--- config.mk ---
export PLATFORM = sky130hd
export DESIGN_NAME = r2sdf_inv_stage
export DESIGN_NICKNAME = d
export VERILOG_FILES = /design/src/rtl/r2sdf_inv_stage.sv
export SDC_FILE = /design/constraint.sdc
export NUM_CORES = 1
export LEC_CHECK = 0
export BUFFER_PORTS_ARGS = -buffer_cell sky130_fd_sc_hd__buf_4
export CORE_MARGIN = 2
export CORE_UTILIZATION = 40
export DETAILED_ROUTE_END_ITERATION = 12
export GPL_TIMING_DRIVEN = 0
export SYNTH_ARGS = -nofsm -noshare
export SYNTH_HDL_FRONTEND = slang
export SYNTH_SLANG_ARGS = --single-unit
--- constraint.sdc ---
create_clock -name clk -period 14.35 [get_ports clk]
set_input_delay 1.435 -clock clk [delete_from_list [all_inputs] [get_ports clk]]
set_output_delay 1.435 -clock clk [all_outputs]
set_load 0.02 [all_outputs]
--- src/rtl/r2sdf_inv_stage.sv ---
`default_nettype none
// ============================================================================
// Module      : r2sdf_inv_stage
// Description : Streaming radix-2 single-path delay-feedback butterfly stage
//               for the inverse FFT path (trivial rotation W in {1, +j}).
//               Optional macro R2SDF_SCALE_EN: halve sums/differences.
// Revision    : 1.0 - initial release
// ============================================================================
module r2sdf_inv_stage #(
    parameter int DW    = 37,
    parameter int DELAY = 2
) (
    input  logic          clk,
    input  logic          rst,
    input  logic          iValid,
    input  logic [DW-1:0] iReal,
    input  logic [DW-1:0] iImage,
    output logic          oValid,
    output logic [DW-1:0] oReal,
    output logic [DW-1:0] oImage,
    output logic          oFrameStart
);

    localparam int            c_CNT_W = $clog2(2 * DELAY);
    localparam logic [DW-1:0] c_ONE   = {{(DW-1){1'b0}}, 1'b1};

    logic [c_CNT_W-1:0] r_cnt;
    logic               r_primed;
    logic [DW-1:0]      r_fifoRe [DELAY];
    logic [DW-1:0]      r_fifoIm [DELAY];

    logic [DW-1:0] w_headRe, w_headIm;
    logic [DW-1:0] w_sumRe, w_sumIm, w_diffRe, w_diffIm;
    logic [DW-1:0] w_outRe, w_outIm, w_pushRe, w_pushIm;
    logic          w_bfly, w_first, w_rotJ;

    assign w_headRe = r_fifoRe[DELAY-1];
    assign w_headIm = r_fifoIm[DELAY-1];
    assign w_bfly   = r_cnt[c_CNT_W-1];
    assign w_first  = (r_cnt == c_CNT_W'(DELAY));

    // Second half of the fill phase takes the +j rotation; DELAY=1 never does.
    generate
        if (DELAY > 1) begin : g_rotSel
            assign w_rotJ = ~r_cnt[c_CNT_W-1] & r_cnt[c_CNT_W-2];
        end else begin : g_rotNone
            assign w_rotJ = 1'b0;
        end
    endgenerate

`ifdef R2SDF_SCALE_EN
    logic [DW:0] w_sumReW, w_sumImW, w_diffReW, w_diffImW;
    assign w_sumReW  = {w_headRe[DW-1], w_headRe} + {iReal[DW-1], iReal};
    assign w_sumImW  = {w_headIm[DW-1], w_headIm} + {iImage[DW-1], iImage};
    assign w_diffReW = {w_headRe[DW-1], w_headRe} - {iReal[DW-1], iReal};
    assign w_diffImW = {w_headIm[DW-1], w_headIm} - {iImage[DW-1], iImage};
    // Dropping the LSB of the widened result is an arithmetic shift by one.
    assign w_sumRe   = w_sumReW[DW:1];
    assign w_sumIm   = w_sumImW[DW:1];
    assign w_diffRe  = w_diffReW[DW:1];
    assign w_diffIm  = w_diffImW[DW:1];
`else
    assign w_sumRe   = w_headRe + iReal;
    assign w_sumIm   = w_headIm + iImage;
    assign w_diffRe  = w_headRe - iReal;
    assign w_diffIm  = w_headIm - iImage;
`endif

    always_comb begin
        w_outRe  = w_headRe;
        w_outIm  = w_headIm;
        w_pushRe = iReal;
        w_pushIm = iImage;
        if (w_bfly) begin
            w_outRe  = w_sumRe;
            w_outIm  = w_sumIm;
            w_pushRe = w_diffRe;
            w_pushIm = w_diffIm;
        end else if (w_rotJ) begin
            w_outRe = ~w_headIm + c_ONE;
            w_outIm = w_headRe;
        end
    end

    always_ff @(posedge clk or posedge rst) begin
        if (rst) begin
            r_cnt       <= '0;
            r_primed    <= 1'b0;
            oValid      <= 1'b0;
            oFrameStart <= 1'b0;
            oReal       <= '0;
            oImage      <= '0;
            for (int i = 0; i < DELAY; i++) begin
                r_fifoRe[i] <= '0;
                r_fifoIm[i] <= '0;
            end
        end else if (iValid) begin
            r_cnt       <= r_cnt + c_CNT_W'(1);
            r_primed    <= r_primed | w_first;
            oValid      <= w_bfly | r_primed;
            oFrameStart <= w_first;
            oReal       <= w_outRe;
            oImage      <= w_outIm;
            for (int i = 1; i < DELAY; i++) begin
                r_fifoRe[i] <= r_fifoRe[i-1];
                r_fifoIm[i] <= r_fifoIm[i-1];
            end
            r_fifoRe[0] <= w_pushRe;
            r_fifoIm[0] <= w_pushIm;
        end else begin
            oValid      <= 1'b0;
            oFrameStart <= 1'b0;
        end
    end

endmodule
`default_nettype wire
==> results of run 1 <==
-- worst max path at each step --
stage / to / slack, ns / cells past startpoint
final: oImage[13]$_DFFE_PP0P_ / 8.34 / 11
after global routing: oImage[13]$_DFFE_PP0P_ / 8.29 / 11
after CTS: oImage[13]$_DFFE_PP0P_ / 8.46 / 11
after detailed placement: oImage[13]$_DFFE_PP0P_ / 8.50 / 11
after global placement: r_fifoIm[70]$_DFFE_PP0P_ / 3.93 / 2
after floorplan: oFrameStart$_DFF_PP0_ / 6.70 / 1
-- registers in the layout (all words and copies together), names as in the netlist --
register,cells
r_fifoIm,37
oImage,37
w_headRe,37
oValid,1
oReal,37
r_cnt,2
oFrameStart,1
w_headIm,37
r_primed,1
r_fifoRe,37
-- power groups by stage --
stage	combinational, mW	clock [mW]	sequential [mW]
floorplan	2.32	0	1.32
global placement	3.42	0	1.33
detailed placement	3.44	0	1.34
CTS	3.47	0.766	1.34
global route	3.82	0.790	1.38
finish	3.52	0.761	1.36
-- metrics by stage --
step	power, mW	area, um^2	hold slack (ns)	setup slack [ns]
floorplan	3.63	18600	0.441	6.70
global placement	4.75	20500	0.454	3.93
detailed placement	4.79	20600	0.457	8.50
CTS	5.57	21500	0.472	8.46
global route	6.00	21500	0.484	8.29
finish	5.64	21500	0.470	8.34
-- per-layer routing --
| layer | vias to the layer above | part of all wire (%) | global-route usage [%] |
|---|---|---|---|
| met3 | 127 | 6.6 | 3.75 |
| met5 | - | 0 | 0 |
| met2 | 645 | 43 | 42.7 |
| met4 | 0 | 3.6 | 9.62 |
| li1 | 8104 | - | - |
| met1 | 8502 | 46 | 40.6 |
-- cells in the mapped netlist, types with 29 or more instances --
cell type and number:
mux2i_1 83, ha_1 147, clkbuf_1 91, nand3_1 29, dfrtp_1 227, mux2_2 87, a21o_1 55, nor2_1 234
o21ai_0 98, xor2_1 34, nor3_1 35, inv_1 149, a211oi_1 32, nand2_1 109, xnor2_1 122, o21bai_1 35
a21oi_1 250
-- cells by family after synthesis --
family | share of synthesized area (%)
adder cells (fa/ha/maj) | 10.3
XOR/XNOR | 7.33
flip-flops | 30.5
buffers and inverters | 6.02
AND/OR/NAND/NOR | 14.1
AO/OA/AOI/OAI | 22.1
multiplexers | 9.71
-- critical path, cell delays in order, from the launching register on --
cell      delay (ns)
dfrtp_1         0.39
clkbuf_1        0.22
inv_1           0.12
clkbuf_1        0.56
buf_1           0.79
buf_1           0.89
ha_1            0.35
clkbuf_1        0.47
buf_1           0.72
clkbuf_1        0.67
mux2i_1         0.45
o221ai_1        0.18
-- area by class of cell --
class	count	area share, %
multi-input cells	1679	54.9
flip-flops and latches	227	26.4
repair buffers	153	5.43
well taps	607	3.53
clock buffers	35	3.46
inverters	157	2.77
plain buffers	133	2.47
clock inverters	15	1.01
diodes	1	0.0116
==> flow_summary_export.csv, run 1 <==
group,metric,value,unit
clocking,cts_resized,0,
floorplan,die_w,220,um
detailed_routing,via_per_inst,5.78,
global_routing,antenna_found_initial,1,
synthesis,synth_top_area_share,30.5,%
timing,fin_crit,6.01,ns
timing,tns,0,ns
synthesis,synth.area.top_cells,"dfrtp_1, ha_1, a21oi_1",
worst_setup_path,crit_required,14.75,ns
timing,worst_slew_pin_slew,1.29,ns
finish,utilization,46.6,%
finish,multi_input_area,11800,um^2
synthesis,ys_seq_elements,227,
finish,final_common_cell,"a21oi_1",
floorplan,dieArea,48300,um^2
global_routing,globalRouteOverflowTotal,0,
synthesis,yosys.cell_types.count,85,
pwr,combPwrFrac,62.4,%
finish,drive_above_1_share,14.4,%
worst_setup_path,reg2reg_depth,11,
finish,nets,2606,
global_routing,track_usage,28.0,%
min_path,hold_depth,1,
clocking,cts-buffers-inserted,27,
clocking,htreeDepth,1,
outcome,outcome,"finished clean",
worst_setup_path,worstSetupEndpointType,"flip-flop",
timing,fin_skew,0.0350,ns
clocking,cts_sinks,227,
placed_design,post-dp-hpwl,53.4,mm
synthesis,ys.flop_type,"dfrtp_1",
worst_setup_path,crit_start,"r_cnt[1]$_DFFE_PP0P_",
pwr,p_leak,9.49,nW
synthesis,syn_inst,2196,
synthesis,synthesis.area,18600,um^2
timing,max_slew_margin,13.8,%
worst_setup_path,critical_path_class,"reg2reg",
clocking,cts_hold_buf,0,
pwr,power.share.clock,13.5,%
placed_design,io_buffers,152,
min_path,min_to,"r_primed$_DFFE_PP0P_",
synthesis,synth-seq-area-share,30.5,%
timing,fmax,0.166,GHz
worst_setup_path,cp_max_fo,10,
synthesis,syn_area_per_cell,8.49,um^2
detailed_routing,wl_per_cell,22.8,um
synthesis,ys.warnings.count,0,
worst_setup_path,r2r-start,"r_cnt[1]$_DFFE_PP0P_",
worst_setup_path,reg2reg_to,"oImage[13]$_DFFE_PP0P_",
clocking,clk_pin_slew,0.06,ns
global_routing,grt_pass1_wl,102,mm
pwr,seq_power_share,24.1,%
pwr,p_int,2.81,mW
synthesis,yosysTopAreaCell,"dfrtp_1",
synthesis,asyncSetResetFlopFracSynth,100,%
pwr,ir_drop,0.115,mV
pwr,power.switching,2.83,mW
floorplan,placementRows,79,
global_routing,grt_pass1_vias,16583,
detailed_routing,vias,17378,
finish,layout_common_cells,"a21oi_1, nor2_1, dfrtp_1, buf_4, inv_1",
floorplan,core_area,46300,um^2
floorplan,io_pins,153,
clocking,cts_buffer_depth,3,
finish,syn2layout_area_growth,15.6,%
finish,nFillCells,4619,
worst_setup_path,arrival,6.41,ns
floorplan,die_h,220,um
clocking,clock_latency,0.59,ns
clocking,cts_tree,"done",
detailed_routing,detail_route.first_pass.iterations,5,
clocking,cts_setup_buffers,0,
placed_design,dp_cells,2956,
timing,period_share,41.9,%
detailed_routing,routed_wl,68.6,mm
clocking,cts-root-buf,"clkbuf_16",
synthesis,syn_nets,2424,
synthesis,synth-edff-count,0,
detailed_routing,ant_nets,0,
timing,finalHoldViolations,0,
worst_setup_path,ff2ff_setup_slack,8.34,ns
placed_design,gp_congestion,0.964,
detailed_routing,drt_iter0_drc,1617,
timing,rsz0062_at_grt,"no",
flow_run,max_cap_viol_count,0,
pwr,p_sw_share,50.2,%
min_path,hold_path_class,"reg2reg",
timing,setup_viol,0,
detailed_routing,drc,0,
finish,stdcell_count,3007,
pwr,powerDensity,262,nW/um^2
timing,maxSlewViolCount,0,
finish,seqCellArea,5680,um^2
min_path,hold_path_startpoint,"r_primed$_DFFE_PP0P_",
floorplan,initial_core_util,40.3,%
worst_setup_path,cp-start-kind,"flip-flop",
global_routing,grt_max_degree,127,
(Power assumes the default switching activity.)
==> run 2: changes to the inputs <==
clock period = 5.85 ns   (was 14.35 ns; I/O delays follow)
==> flow_summary_export.csv, run 2 (synthesis gave the netlist of run 1 again) <==
group,metric,value,unit
timing,setup_viol,0,
detailed_routing,drc,0,
detailed_routing,vias,17205,
worst_setup_path,crit_start,"r_cnt[1]$_DFFE_PP0P_",
detailed_routing,drt_iter0_drc,1454,
finish,nets,2612,
clocking,cts-root-buf,"clkbuf_16",
finish,n_antenna_cell,0,
worst_setup_path,critical_path_class,"reg2reg",
finish,drive_above_1_share,14.7,%
placed_design,dp_slack,-0.0720,ns
clocking,clk_pin_slew,0.06,ns
timing,fmax,0.173,GHz
worst_setup_path,crit_end,"oImage[13]$_DFFE_PP0P_",
finish,design_area,21600,um^2
clocking,cts-buffers-inserted,28,
floorplan,placementRows,79,
floorplan,core_area,46300,um^2
global_routing,globalRouteOverflowTotal,0,
timing,fin_crit,5.77,ns
global_routing,grt_pass1_vias,16767,
global_routing,antenna_found_initial,0,
worst_setup_path,cp-start-kind,"flip-flop",
placed_design,io_buffers,152,
timing,layout_setup_ws,0.0768,ns
floorplan,die_w,220,um
global_routing,grt_pass1_wl,103,mm
min_path,hold_path_class,"in2async",
timing,period_share,98.7,%
outcome,outcome,"finished clean",
placed_design,postPlaceCellArea,20700,um^2
flow_run,max_cap_viol_count,0,
timing,maxSlewViolCount,0,
detailed_routing,wl_per_cell,22.7,um
pwr,power,13.8,mW
finish,nFillCells,4612,
worst_setup_path,crit_required,6.26,ns
detailed_routing,via_per_inst,5.72,
worst_setup_path,arrival,6.18,ns
detailed_routing,detail_route.first_pass.iterations,6,
finish,utilization,46.7,%
floorplan,initial_core_util,40.3,%
pwr,ir_drop,0.241,mV
pwr,powerDensity,638,nW/um^2
finish,final_common_cell,"a21oi_1",
clocking,htreeDepth,1,
clocking,clock_latency,0.57,ns
worst_setup_path,reg2reg_depth,11,
finish,layout_common_cells,"a21oi_1, nor2_1, dfrtp_1, buf_4, inv_1",
global_routing,track_usage,28.1,%
timing,worst_slew_pin_slew,1.24,ns
clocking,cts_hold_buf,0,
worst_setup_path,worstSetupEndpointType,"flip-flop",
global_routing,grt_max_degree,44,
detailed_routing,routed_wl,68.4,mm
clocking,cts_buffer_depth,3,
finish,multi_input_area,11800,um^2
timing,tns,0,ns
finish,seqCellArea,5680,um^2
timing,rsz0062_at_grt,"no",
finish,syn2layout_area_growth,15.9,%
floorplan,die_h,220,um
clocking,cts_resized,2,
timing,max_slew_margin,17.3,%
placed_design,gp_congestion,0.920,
timing,fin_skew,0.0145,ns
placed_design,post-dp-hpwl,53.8,mm
floorplan,dieArea,48300,um^2
detailed_routing,ant_nets,0,
clocking,cts_sinks,227,
pwr,p_leak,9.51,nW
floorplan,io_pins,153,
worst_setup_path,reg2reg_to,"oImage[13]$_DFFE_PP0P_",
clocking,cts_tree,"done",
worst_setup_path,ff2ff_setup_slack,0.08,ns
clocking,cts_setup_buffers,0,
timing,finalHoldViolations,0,
worst_setup_path,r2r-start,"r_cnt[1]$_DFFE_PP0P_",
worst_setup_path,cp_max_fo,10,
run 2: changes by cell type in the layout (fill, tap and decap cells not counted):
| cell | before | now |
|---|---|---|
| buf_1 | 21 | 20 |
| buf_12 | 0 | 6 |
| buf_16 | 1 | 0 |
| bufinv_16 | 5 | 2 |
| clkbuf_1 | 95 | 92 |
| clkbuf_16 | 27 | 29 |
| clkbuf_8 | 4 | 5 |
| clkdlybuf4s15_2 | 0 | 1 |
| clkinv_2 | 5 | 4 |
| clkinv_4 | 2 | 1 |
| clkinvlp_4 | 1 | 5 |
| diode_2 | 1 | 0 |
| inv_6 | 2 | 1 |
run 2: routing by layer:
| metal | routed length, um | vias to the layer above | GRT usage [%] |
|---|---|---|---|
| li1 | - | 8106 | - |
| met1 | 32300 | 8452 | 41.1 |
| met2 | 30100 | 547 | 43.5 |
| met3 | 4100 | 100 | 3.45 |
| met4 | 1880 | 0 | 8.03 |
| met5 | 0 | - | 0 |
run 2: worst min-delay path by stage:
stage / depth (start not counted) / end / from / slack [ns]
2_1_floorplan: 1 / r_primed$_DFFE_PP0P_ / r_primed$_DFFE_PP0P_ / 0.44
3_3_place_gp: 1 / r_primed$_DFFE_PP0P_ / r_primed$_DFFE_PP0P_ / 0.45
3_5_place_dp: 1 / r_fifoIm[52]$_DFFE_PP0P_ / r_fifoIm[52]$_DFFE_PP0P_ / 0.46
4_1_cts: 2 / w_headRe[7]$_DFFE_PP0P_ / rst / 0.03
5_1_grt: 2 / w_headRe[5]$_DFFE_PP0P_ / rst / 0.05
6_report: 2 / w_headRe[6]$_DFFE_PP0P_ / rst / 0.03
run 2: through the flow:
stage,instances,hold WS (ns)
2_1_floorplan,2196,0.441
3_3_place_gp,2955,0.453
3_5_place_dp,2961,0.463
4_1_cts,3009,0.0335
5_1_grt,3009,0.0487
6_report,3009,0.0337
run 2: area by class of cell:
type | instances | area share [%]
Multi-Input combinational cell | 1679 | 54.8
Buffer | 133 | 2.50
Inverter | 157 | 2.74
Sequential cell | 227 | 26.3
Tap cell | 607 | 3.52
Clock inverter | 13 | 0.643
Clock buffer | 35 | 3.69
Timing Repair Buffer | 158 | 5.84
run 2: worst max-delay path, stage by stage (launching register included):
cell and delay [ns]:
dfrtp_1 0.39, clkbuf_1 0.22, inv_1 0.12, clkbuf_1 0.57
buf_1 0.84, clkdlybuf4s15_2 0.66, ha_1 0.29, clkbuf_1 0.48
buf_1 0.73, clkbuf_1 0.65, mux2i_1 0.45, o221ai_1 0.18
run 2: power breakdown:
part	leakage, nW	switching, mW	internal (mW)	total (mW)
sequential	2.63	0.991	2.35	3.34
combinational	6.43	5.22	3.42	8.63
clock	0.454	0.748	1.05	1.80
